File: src/rtl/thermo_spi_reader.sv
// thermo_spi_reader: iomem-mapped reader for a 16-bit SPI thermocouple
// converter (MAX6675-style). Runs frames periodically or on demand,
// latches temperature / open-input flag, counts samples, pulses irq.
module thermo_spi_reader #(
  parameter logic [31:0] BASE_ADDR  = 32'h0300_0000,
  parameter int unsigned CLK_DIV    = 4,
  parameter logic [23:0] MIN_PERIOD = 24'd1024
) (
  input  logic        clk,
  input  logic        reset,
  input  logic        iomem_valid,
  output logic        iomem_ready,
  input  logic [3:0]  iomem_wstrb,
  input  logic [31:0] iomem_addr,
  input  logic [31:0] iomem_wdata,
  output logic [31:0] iomem_rdata,
  output logic        cs_n,
  output logic        sck,
  input  logic        so,
  output logic        irq
);

  localparam logic [7:0] DIV_LAST = 8'(CLK_DIV - 1);

  typedef enum logic [1:0] {
    IDLE,
    SETUP,
    SHIFT,
    HOLD
  } state_t;

  state_t      state, state_next;

  logic [1:0]  so_sync;
  logic        en;
  logic [23:0] period;
  logic [23:0] per_cnt;
  logic [11:0] temp;
  logic        open_flag;
  logic        data_valid;
  logic [15:0] sample_cnt;
  logic [15:0] raw;
  logic [15:0] shreg;
  logic [7:0]  div_cnt, div_next;
  logic [3:0]  bit_cnt, bit_next;
  logic        cs_n_next, sck_next;
  logic        shift_en, frame_done, per_reload;

  logic        sel, accept, wr, rd;
  logic [1:0]  reg_idx;
  logic        start_req, data_read, trigger;
  logic [31:0] period_merged;
  logic [23:0] period_wr;
  logic [31:0] read_mux;
  logic [15:0] frame;

  logic        unused_bits;
  assign unused_bits = ^{iomem_addr[1:0], period_merged[31:24]};

  // Bus decode: a request is taken only while ready is low, so every ack
  // is a single-cycle pulse and back-to-back acks cannot occur.
  assign sel       = iomem_valid && (iomem_addr[31:4] == BASE_ADDR[31:4]);
  assign accept    = sel && !iomem_ready;
  assign wr        = accept && (iomem_wstrb != 4'h0);
  assign rd        = accept && (iomem_wstrb == 4'h0);
  assign reg_idx   = iomem_addr[3:2];
  assign start_req = wr && (reg_idx == 2'd0) && iomem_wstrb[0] && iomem_wdata[1];
  assign data_read = rd && (reg_idx == 2'd2);
  assign trigger   = start_req || (en && (per_cnt == '0));
  assign frame     = {shreg[14:0], so_sync[1]};

  // PERIOD write value: byte-merge with the current value, then clamp.
  always_comb begin
    period_merged = {8'h00, period};
    for (int unsigned i = 0; i < 4; i++) begin
      if (iomem_wstrb[i]) period_merged[8*i +: 8] = iomem_wdata[8*i +: 8];
    end
    period_wr = (period_merged[23:0] < MIN_PERIOD) ? MIN_PERIOD : period_merged[23:0];
  end

  // Register read multiplexer.
  always_comb begin
    read_mux = '0;
    case (reg_idx)
      2'd0:    read_mux = {31'b0, en};
      2'd1:    read_mux = {8'h00, period};
      2'd2:    read_mux = {sample_cnt, 2'b00, data_valid, open_flag, temp};
      default: read_mux = {16'h0000, raw};
    endcase
  end

  // Bus acknowledge and read data (rdata is zero outside the ack cycle).
  always_ff @(posedge clk) begin
    if (reset) begin
      iomem_ready <= 1'b0;
      iomem_rdata <= '0;
    end else begin
      iomem_ready <= accept;
      iomem_rdata <= rd ? read_mux : '0;
    end
  end

  // Control registers: EN and PERIOD.
  always_ff @(posedge clk) begin
    if (reset) begin
      en     <= 1'b0;
      period <= MIN_PERIOD;
    end else if (wr) begin
      if (reg_idx == 2'd0 && iomem_wstrb[0]) en <= iomem_wdata[0];
      if (reg_idx == 2'd1) period <= period_wr;
    end
  end

  // Two-flop synchronizer for the asynchronous sensor data line.
  always_ff @(posedge clk) begin
    if (reset) so_sync <= '0;
    else       so_sync <= {so_sync[0], so};
  end

  // Period counter: reloads on every frame start, counts only while EN=1.
  always_ff @(posedge clk) begin
    if (reset) begin
      per_cnt <= '0;
    end else if (per_reload) begin
      per_cnt <= period - 24'd1;
    end else if (en && (per_cnt != '0)) begin
      per_cnt <= per_cnt - 24'd1;
    end
  end

  // Frame FSM next-state and line control.
  always_comb begin
    state_next = state;
    cs_n_next  = cs_n;
    sck_next   = sck;
    div_next   = div_cnt;
    bit_next   = bit_cnt;
    shift_en   = 1'b0;
    frame_done = 1'b0;
    per_reload = 1'b0;
    case (state)
      IDLE: begin
        if (trigger) begin
          state_next = SETUP;
          cs_n_next  = 1'b0;
          sck_next   = 1'b0;
          div_next   = '0;
          bit_next   = '0;
          per_reload = 1'b1;
        end
      end
      SETUP: begin
        if (div_cnt == DIV_LAST) begin
          state_next = SHIFT;
          div_next   = '0;
        end else begin
          div_next = div_cnt + 8'd1;
        end
      end
      SHIFT: begin
        if (div_cnt == DIV_LAST) begin
          div_next = '0;
          if (!sck) begin
            sck_next = 1'b1;
          end else begin
            // Sample on the edge where sck falls; the 16th fall ends the frame.
            sck_next = 1'b0;
            shift_en = 1'b1;
            if (bit_cnt == 4'd15) begin
              state_next = HOLD;
              cs_n_next  = 1'b1;
              frame_done = 1'b1;
            end else begin
              bit_next = bit_cnt + 4'd1;
            end
          end
        end else begin
          div_next = div_cnt + 8'd1;
        end
      end
      HOLD: begin
        if (div_cnt == DIV_LAST) begin
          state_next = IDLE;
          div_next   = '0;
        end else begin
          div_next = div_cnt + 8'd1;
        end
      end
      default: state_next = IDLE;
    endcase
  end

  // Frame FSM state, counters, sensor lines and shift register.
  always_ff @(posedge clk) begin
    if (reset) begin
      state   <= IDLE;
      cs_n    <= 1'b1;
      sck     <= 1'b0;
      div_cnt <= '0;
      bit_cnt <= '0;
      shreg   <= '0;
    end else begin
      state   <= state_next;
      cs_n    <= cs_n_next;
      sck     <= sck_next;
      div_cnt <= div_next;
      bit_cnt <= bit_next;
      if (shift_en) shreg <= frame;
    end
  end

  // Result registers: a completing frame takes priority over a DATA read
  // clearing VALID in the same cycle.
  always_ff @(posedge clk) begin
    if (reset) begin
      raw        <= '0;
      temp       <= '0;
      open_flag  <= 1'b0;
      data_valid <= 1'b0;
      sample_cnt <= '0;
      irq        <= 1'b0;
    end else begin
      irq <= frame_done;
      if (frame_done) begin
        raw        <= frame;
        temp       <= frame[14:3];
        open_flag  <= frame[2];
        data_valid <= 1'b1;
        sample_cnt <= sample_cnt + 16'd1;
      end else if (data_read) begin
        data_valid <= 1'b0;
      end
    end
  end

endmodule

File: config.mk
export PLATFORM = sky130hd
export DESIGN_NAME = thermo_spi_reader
export DESIGN_NICKNAME = d
export VERILOG_FILES = /design/src/rtl/thermo_spi_reader.sv
export SDC_FILE = /design/constraint.sdc
export NUM_CORES = 1
export LEC_CHECK = 0
export CAP_MARGIN = 20
export CORE_UTILIZATION = 58
export DETAILED_ROUTE_END_ITERATION = 12
export PLACE_DENSITY = 0.93
export SLEW_MARGIN = 40
export SYNTH_ARGS = -nofsm -noshare
export SYNTH_HDL_FRONTEND = slang
export SYNTH_SLANG_ARGS = --single-unit
File: constraint.sdc
create_clock -name clk -period 10.3 [get_ports clk]
set_input_delay 2.06 -clock clk [delete_from_list [all_inputs] [get_ports clk]]
set_output_delay 2.06 -clock clk [all_outputs]
set_load 0.005 [all_outputs]
* Word-level counts from Yosys, hierarchy flattened
Cells that the tools add are included.
** Operators by class
- $add $sub $neg :: 5
- Div/mod/pow operators :: 0
- Shifts and indexed selects :: 0
- Magnitude comparators :: 1
- Bitwise gates (word level) :: 1
- Mux-type cells :: 41
- Reduce and logical (&&, ||, !) cells :: 30
- Equality and inequality tests :: 15
- Multiply operators :: 0
** Operators with widths (count)
- one-hot mux 32 bit (3 select lines) :: 1
- two-way mux 24 bit :: 3
- subtractor 24 x 1 -> 24 bit, second input constant :: 2
- two-way mux 8 bit :: 5
- == test 28 x 22 -> 1 bit, second input constant :: 1
- zero test 24 bit :: 1
- < comparator 24 x 11 -> 1 bit, second input constant :: 1
- nonzero test 24 bit :: 1
- two-way mux 1 bit :: 17
- adder 16 x 1 -> 16 bit, second input constant :: 1
- two-way mux 4 bit :: 4
- one-hot mux 8 bit (2 select lines) :: 1
- != test 2 bit, second input constant :: 7
- two-way mux 2 bit :: 6
- logical AND 1 bit :: 11
- AND reduction 5 bit :: 2
- adder 8 x 1 -> 8 bit, second input constant :: 1
- == test 8 x 2 -> 1 bit, second input constant :: 1
- one-hot mux 2 bit (4 select lines) :: 1
- one-hot mux 4 bit (2 select lines) :: 1
- == test 2 bit, second input constant :: 3
- AND reduction 6 bit :: 1
- nonzero test 2 bit :: 3
- adder 4 x 1 -> 4 bit, second input constant :: 1
- 13 further kinds :: 17
** Word-level totals
- ROM bits :: 0
- Input port bits :: 72
- Bits in latches :: 0
- Bits in writable memories :: 0
- Register bits after elaboration :: 162
- Logic and storage cells :: 111
- Memories :: 0

* Logic depth before layout (Yosys ltp)
Gate-level depths: netlist of run 1.
- Depth after elaboration :: 11
- Gate-level depth with buffers :: 15
- Depth with buffers taken out :: 13

* Least setup slack after synthesis of run 1
OpenSTA, ideal clock, no wires.
- Path type :: input-to-reg
- Start :: input port iomem_addr[2]
- End :: register per_cnt[20]
- Library setup time :: 86 ps
- Arrival :: 5068 ps
- Cell stages on the path :: 14
- Setup slack :: 5146 ps
- Buffers on the path :: 2
- Cells stage by stage :: clkbuf_1 -> nor2_1 -> nand3_1 -> nor2_1 -> a22oi_1 -> clkbuf_1 -> mux2i_1 -> ha_1 -> or3b_2 -> nor4_1 -> nand4b_1 -> xnor2_1 -> nor2_1 -> a211oi_1
** Between the ends
- Longest elaborated chain between the ends :: 8
- Elaborated cells on any way between the ends :: 9
** Ends and longest elaborated chain
- start: declaration :: RTL line 14 : input logic [31:0] iomem_addr,
- zero test 2 bit * :: RTL line 67 : assign start_req = wr && (reg_idx == 2'd0) && iomem_wstrb[0] && iomem_wdata[1];
- logical AND 1 bit * (3 in a row) :: RTL line 67
- logical OR 1 bit * :: RTL line 69 : assign trigger = start_req || (en && (per_cnt == '0));
- two-way mux 1 bit * :: RTL line 143 : if (trigger) begin
- two-way mux 1 bit * :: RTL line 141 : case (state)
- two-way mux 24 bit / nonzero test 2 bit (equally long branches)
- end signal: assignment :: RTL line 125 : per_cnt <= period - 24'd1;
- end signal: assignment :: RTL line 127 : per_cnt <= per_cnt - 24'd1;
- end: declaration :: RTL line 37 : logic [23:0] per_cnt;
Every way passes the cells marked *; elsewhere a longest branch is shown, timed or not.
A chain may end at the register's enable or synchronous reset.

* Worst setup path after layout of run 1
- Start :: input port iomem_addr[2]
- End :: register per_cnt[22]
Same word-level chain as after synthesis.

==> key figures, run 1 <==
CTS
  – CTS tree: built
  – Clock Latency Late Sink: 0.43 ns
  – Setup bufs post-CTS: 0
  – Cts bufs inserted: 17
  – Max Root-Sink Buffers: 2
  – Cts repair resizes: 0
  – Clock Sink Count: 149
  – Clk slew on worst S/H paths: 0.06 ns
  – Clk root buf: clkbuf_16
  – Post-CTS Hold Buffers: 0
  – H-tree levels: 4

Yosys
  – Synth Register Bits: roughly 150
  – Yosys top cell area share: 0.440
  – Share of the yosys chip area belonging to registers: 0.440
  – Avg Inst Size Synth: 8.88 um^2
  – Post-synth top flop: dfxtp_1
  – Synth Cell Area: roughly 6800 um^2
  – Synth area leader: dfxtp_1
  – Yosys warnings: 0
  – Post-synth top cells: dfxtp_1 (149), nor2_1 (110), nand2_1 (64), clkbuf_1 (41), xnor2_1 (39)
  – Post-synthesis cell count: 764
  – Area contributors post-synth: dfxtp_1 (44%), nor2_1 (6.1%), xnor2_1 (5.0%)
  – Post-synth EDFFs: 0
  – Library cells used by synthesis: 58
  – Post-Syn Nets: 845
  – Asr flop ratio synth: 0
  – Most common cell in the netlist: dfxtp_1

Global route
  – Largest net degree at the start of global routing: 103
  – Busiest grt layer: met2
  – Grt ovf: 0
  – Met3 usage: 0.0658
  – Grt met1 use: 0.382
  – Initial antenna violation count: 0
  – First-pass GRT wire length: 28900 um
  – Total global-route track usage: 0.314
  – M2 GR Usage: 0.532
  – Vias in the first global route: 5930

Drt
  – Drt wl/cell: about 18 um
  – Antenna-violating nets left: 0
  – Post-route DRC: 0
  – DRT Pass-1 Iters: 6
  – Vias: just over 6000
  – DRT Wirelength: 18200 um
  – Initial DRC count: 445
  – DR vias/cell: 6.25

Timing
  – RSZ-0062 raised after global routing: false
  – Final min period: 5.94 ns
  – Final Cycle Share: 0.577
  – Clock skew: roughly 0.0082 ns
  – Final setup viols: 0
  – Worst Hold Slack: 0.436 ns
  – Max Slew Vio Count: 0
  – Setup TNS: 0 ns
  – Final hold vios: 0
  – Worst rel slew slack: 0.411
  – Worst Tran Pin Value: 0.877 ns
  – Worst setup slack after layout: 4.36 ns
  – Max Fclk: between 150 and 200 MHz

Setup path
  – Buffers plus inverters on the worst setup path: 1
  – Cells along the critical path: clkdlybuf4s50_1 -> nor2_1 -> nand3_1 -> nor2_1 -> a22oi_2 -> mux2i_1 -> ha_1 -> or3b_2 -> nor4_2 -> nand3_1 -> xnor2_1 -> nor2_1 -> a211oi_1
  – WS Path Type: input pin to register
  – Maximum fanout along the worst path: 19
  – Critical Path Source Type: input pin
  – Crit end category: register
  – WP data arrival: between 6 and 7 ns
  – Crit-path leading delay family: simple AND/OR/NAND/NOR gates
  – Slowest stage delay, CP: 0.99 ns
  – Slowest CP cell: clkdlybuf4s50_1
  – CP required: 10.64 ns
  – Worst path most repeated cell: nor2_1

Power and ir drop
  – Sequential power share: 0.415
  – Net Switching: 315 uW
  – Clock power frac: 0.508
  – Worst vdd ir: 0.000133 V
  – Combinational fraction of design power: 0.078
  – PD cells: between 150 and 200 nW/um^2
  – Leakage: around 0.003 uW
  – Int Power: 1100 uW
  – Switch share: 0.222
  – Final Power: 1420 uW

Placed design
  – Post-place setup slack: 3.72 ns
  – Detailed Place HPWL: 11800 um
  – PortBufs: 97
  – GPL Wtd Cong: 0.813

Floorplan
  – Number of I/O pins: between 100 and 150
  – Die Span Y: 110 um
  – Core area: 11400 um^2
  – Starting density of the core: 0.594
  – Die Area: approximately 12000 um^2
  – Row count: 39
  – Die width: approximately 110 um

Cells and area
  – Layout cell share with drive strength beyond 1: 0.0857
  – Antenna diodes: 0
  – Final nets: 920
  – Core Util, Final: 0.746
  – Synth-to-layout area growth: 25.5%

Worst hold path
  – Min-delay worst type: register to register

Run status
  – Outcome: finished, final reports clean

Job
  – Max cap viols: 0
-- per-stage QoR --
stage                     cell area (um^2)  cells
after floorplan                       6780    764
after global placement                7790    963
after detailed placement              7800    963
after CTS                             8490    995
after global routing                  8510    995
final                                 8510    995
-- worst paths after layout --
path                            slack, ns                        to  cells past startpoint                      from
worst min register to register       0.44     so_sync[1]$_SDFF_PP0_                      1     so_sync[0]$_SDFF_PP0_
worst max-delay path                 4.36  per_cnt[22]$_SDFFE_PP0P_                     13             iomem_addr[2]
worst min-delay path                 0.44     so_sync[1]$_SDFF_PP0_                      1     so_sync[0]$_SDFF_PP0_
worst max register to register       5.78  per_cnt[22]$_SDFFE_PP0P_                     12  per_cnt[17]$_SDFFE_PP0P_
-- power by group through the flow --
stage          combinational, uW  sequential, uW  clock [uW]
5_1_grt                      119             589         747
3_5_place_dp                 106             601           0
4_1_cts                      109             588         722
3_3_place_gp                 103             600           0
2_1_floorplan               64.0             600           0
6_report                     110             588         720
-- flip-flops by register name, summed over array words and instances, names as in the netlist --
register / count
per_cnt: 24
raw: 5
shreg: 15
so_sync: 2
sck: 1
cs_n: 1
bit_cnt: 4
sample_cnt: 16
iomem_rdata: 32
state: 2
div_cnt: 8
en: 1
data_valid: 1
irq: 1
iomem_ready: 1
period: 24
temp: 11
-- cell usage in the layout, fill, tap and decap left out, types with 3 or more instances in the layout --
cell type          n
a211oi_1          22
a21oi_1           29
a22o_1            14
a22oi_1           24
a311oi_1           5
and2_1             9
and3_1             8
buf_4              5
bufinv_16          6
clkbuf_16         17
clkbuf_8           3
clkdlybuf4s50_1   96
clkinvlp_4         3
dfxtp_1          149
ha_1               9
inv_1              7
mux2_2            14
mux2i_1           26
nand2_1           64
nand2b_1           7
nand3_1           20
nand4_1           13
nor2_1           110
nor2b_1            6
nor3_1            27
nor3b_1            4
nor4_1            20
nor4_2             3
nor4b_1            3
o21a_1             3
o21ai_0            8
o32ai_1            6
or2_2              5
or3_1              7
or4_1              3
xnor2_1           39
xor2_1            20
-- cell families (layout without fill, tap and decap cells) --
logic type / count (synthesis) / count (layout) / synth area share
muxes: 41 / 41 / 0.0649
DFF: 149 / 149 / 0.440
adders and majority gates: 9 / 9 / 0.0166
AOI/OAI and AO/OA: 127 / 127 / 0.135
buffers and inverters: 55 / 143 / 0.0319
xor gates and xnor gates: 59 / 59 / 0.0762
and+or+nand+nor: 324 / 324 / 0.236
-- routing by layer --
metal  part of all wire  vias up
li1                   -     2882
met1               0.40     2943
met2               0.49      326
met3              0.072       64
met4              0.031        0
met5                  0        -
-- worst register-to-register path: stages (launching register included) --
cell      delay, ns
dfxtp_1        0.35
or4_4          0.56
or4_4          0.50
nor4_1         0.47
a22oi_2        0.34
mux2i_1        0.24
ha_1           0.28
or3b_2         0.51
nor4_2         0.46
nand3_1        0.20
xnor2_1        0.26
nor2_1         0.07
a211oi_1       0.20
-- area by class of cell --
cell class | count | area [um^2]
clock buffer | 21 | 470
clock inverter | 11 | 220
fill | 742 | 2900
inverter | 8 | 30.0
multi-input combinational | 560 | 3620
sequential | 149 | 2980
tap | 143 | 179
timing repair buffer | 103 | 1010
No activity file was read; power rests on OpenSTA's default activity.
==> run 2, diff against run 1 <==
--- a/config.mk
+++ b/config.mk
@@ -6,9 +6,9 @@
 export NUM_CORES = 1
 export LEC_CHECK = 0
 export CAP_MARGIN = 20
-export CORE_UTILIZATION = 58
+export CORE_UTILIZATION = 49
 export DETAILED_ROUTE_END_ITERATION = 12
-export PLACE_DENSITY = 0.93
+export PLACE_DENSITY = 0.85
 export SLEW_MARGIN = 40
 export SYNTH_ARGS = -nofsm -noshare
 export SYNTH_HDL_FRONTEND = slang
==> constraint.sdc (replaced) <==
create_clock -name clk -period 4.9 [get_ports clk]
set_input_delay 0.98 -clock clk [delete_from_list [all_inputs] [get_ports clk]]
set_output_delay 0.98 -clock clk [all_outputs]
set_load 0.005 [all_outputs]
==> key figures, run 2 (synthesis results as in run 1) <==
Setup path
  – FF-to-FF Start: per_cnt[17]$_SDFFE_PP0P_ (unchanged)
  – Flop-to-flop setup slack: 0.52 ns (was 5.78 ns)
  – Buffers plus inverters on the worst setup path: 1 (unchanged)
  – CP required: 5.24 ns (was 10.64 ns)
  – WS Path Type: register to register (was input pin to register)
  – Maximum fanout along the worst path: 13 (was 19)
  – Critical Path Source Type: register (was input pin)
  – R2R Path End: per_cnt[22]$_SDFFE_PP0P_ (unchanged)
  – Crit end category: register (unchanged)
  – Slowest CP cell: or4_4 (was clkdlybuf4s50_1)
  – WP data arrival: 4.72 ns (was 6.28 ns)
  – R2r worst-path depth: 13 (was 12)
  – Cells along the critical path: or4_4 -> or4_4 -> nor4_1 -> a22oi_2 -> mux2i_1 -> ha_1 -> or3b_2 -> nor4_1 -> buf_4 -> nand3_1 -> xnor2_1 -> nor2_1 -> a211oi_1 (was clkdlybuf4s50_1 -> nor2_1 -> nand3_1 -> nor2_1 -> a22oi_2 -> mux2i_1 -> ha_1 -> or3b_2 -> nor4_2 -> nand3_1 -> xnor2_1 -> nor2_1 -> a211oi_1)
  – Slowest stage delay, CP: 0.57 ns (was 0.99 ns)
  – Crit-path leading delay family: simple AND/OR/NAND/NOR gates (unchanged)

Job
  – Max cap viols: 0 (unchanged)

Floorplan
  – Number of I/O pins: 108 (unchanged)
  – Core area: 13300 um^2 (was 11400 um^2)
  – Row count: 42 (was 39)
  – Die Span Y: 120 um (was 110 um)
  – Die Area: 14300 um^2 (was 12100 um^2)
  – Die width: 120 um (was 110 um)
  – Starting density of the core: 0.508 (was 0.594)

Worst hold path
  – Hold Path End: so_sync[1]$_SDFF_PP0_ (unchanged)
  – Hold Path Depth: 1 (unchanged)
  – Min-delay worst type: register to register (unchanged)
  – Hold_sp: so_sync[0]$_SDFF_PP0_ (unchanged)

Cells and area
  – Fill count: 1086 (was 742)
  – Most common cell after layout, fill and taps aside: dfxtp_1 (unchanged)
  – Most frequent cells in the layout: dfxtp_1 (149), nor2_1 (110), clkdlybuf4s50_1 (96) (unchanged)
  – Antenna diodes: 0 (unchanged)
  – Biggest register: iomem_rdata (unchanged)
  – Largest registers: iomem_rdata: 32 flops, per_cnt: 24 flops, period: 24 flops (unchanged)
  – Layout cell share with drive strength beyond 1: 0.0900 (was 0.0857)
  – Max FFs per register: 32 (unchanged)
  – Final nets: 925 (was 920)
  – Core Util, Final: 0.635 (was 0.746)
  – Synth-to-layout area growth: 24.9% (was 25.5%)

Drt
  – Drt wl/cell: 15.9 um (was 18.3 um)
  – Antenna-violating nets left: 0 (unchanged)
  – Initial DRC count: 381 (was 445)
  – DRT Wirelength: 16400 um (was 18200 um)
  – Post-route DRC: 0 (unchanged)
  – DRT Pass-1 Iters: 5 (was 6)
  – Vias: 5863 (was 6215)
  – DR vias/cell: 5.68 (was 6.25)

Timing
  – Max Slew Vio Count: 0 (unchanged)
  – Final Cycle Share: 0.894
  – Worst rel slew slack: 0.464 (was 0.411)
  – Worst Tran Pin Value: 0.803 ns (was 0.877 ns)
  – Clock skew: 0.00807 ns (was 0.00822 ns)
  – Max Fclk: 228 MHz
  – RSZ-0062 raised after global routing: false (unchanged)
  – Final setup viols: 0 (unchanged)
  – Final min period: about 4.4 ns
  – Final hold vios: 0 (unchanged)
  – Setup TNS: 0 ns (unchanged)

Global route
  – Initial antenna violation count: 0 (unchanged)
  – First-pass GRT wire length: 26700 um (was 28900 um)
  – Vias in the first global route: 5409 (was 5930)
  – Total global-route track usage: 0.235 (was 0.314)
  – Grt ovf: 0 (unchanged)
  – Largest net degree at the start of global routing: 39 (was 103)

CTS
  – Max Root-Sink Buffers: 2 (unchanged)
  – Cts repair resizes: 0 (unchanged)
  – CTS tree: built (unchanged)
  – Setup bufs post-CTS: 0 (unchanged)
  – Cts bufs inserted: 17 (unchanged)
  – Clk slew on worst S/H paths: 0.06 ns (about the same)
  – Clock Sink Count: 149 (unchanged)
  – Post-CTS Hold Buffers: 0 (unchanged)
  – Clk root buf: clkbuf_16 (unchanged)
  – H-tree levels: 4 (unchanged)
  – Clock Latency Late Sink: 0.42 ns (was 0.43 ns)

Power and ir drop
  – Worst vdd ir: 0.000214 V (was 0.000133 V)
  – PD cells: 324 nW/um^2 (was 167 nW/um^2)
  – Leakage: 0.00305 uW (was 0.00308 uW)

Placed design
  – PortBufs: 97 (unchanged)
  – Detailed Place HPWL: 11600 um (was 11800 um)
  – GPL Wtd Cong: 0.811 (was 0.813)

Run status
  – Outcome: finished, final reports clean (unchanged)
-- run 2: how the worst max path moves through the flow --
| stage | start | endpoint | slack [ns] | cells after the start |
|---|---|---|---|---|
| after global placement | iomem_addr[18] | per_cnt[22]$_SDFFE_PP0P_ | 0.34 | 14 |
| after global routing | per_cnt[17]$_SDFFE_PP0P_ | per_cnt[22]$_SDFFE_PP0P_ | 0.31 | 13 |
| after CTS | per_cnt[17]$_SDFFE_PP0P_ | per_cnt[22]$_SDFFE_PP0P_ | 0.55 | 13 |
| final | per_cnt[17]$_SDFFE_PP0P_ | per_cnt[22]$_SDFFE_PP0P_ | 0.52 | 13 |
| after detailed placement | iomem_addr[18] | per_cnt[22]$_SDFFE_PP0P_ | 0.20 | 14 |
| after floorplan | per_cnt[17]$_SDFFE_PP0P_ | per_cnt[20]$_SDFFE_PP0P_ | 0.81 | 14 |
-- run 2: power by group --
group          switching [uW]  internal, uW  total, uW
logic                     131          98.3        230
registers                11.3          1220       1240
clock network             509           772       1280
total                     651          2090       2750
-- run 2: layer usage --
metal | track usage | share of wire
met5 | 0 | 0
met4 | 0.100 | 0.023
met3 | 0.0437 | 0.048
met2 | 0.392 | 0.48
met1 | 0.295 | 0.45
-- run 2: cell type report --
cell class                      instances  area (um^2)  area share
Sequential cell                       149         2980       0.352
Timing Repair Buffer                  108         1050       0.124
Clock buffer                           19          453      0.0534
Inverter                                8         30.0     0.00354
Tap cell                              176          220      0.0260
Clock inverter                         12          130      0.0154
Multi-Input combinational cell        560         3610       0.426
-- run 2: stage by stage --
step | power [uW] | cell area, um^2 | hold WS, ns | cells | setup WS [ns]
detailed placement | 1490 | 7870 | 0.425 | 1001 | 0.204
CTS | 2750 | 8450 | 0.439 | 1032 | 0.547
global route | 2830 | 8480 | 0.456 | 1032 | 0.308
floorplan | 1390 | 6780 | 0.414 | 764 | 0.810
finish | 2750 | 8480 | 0.437 | 1032 | 0.521
global placement | 1480 | 7870 | 0.417 | 1001 | 0.339
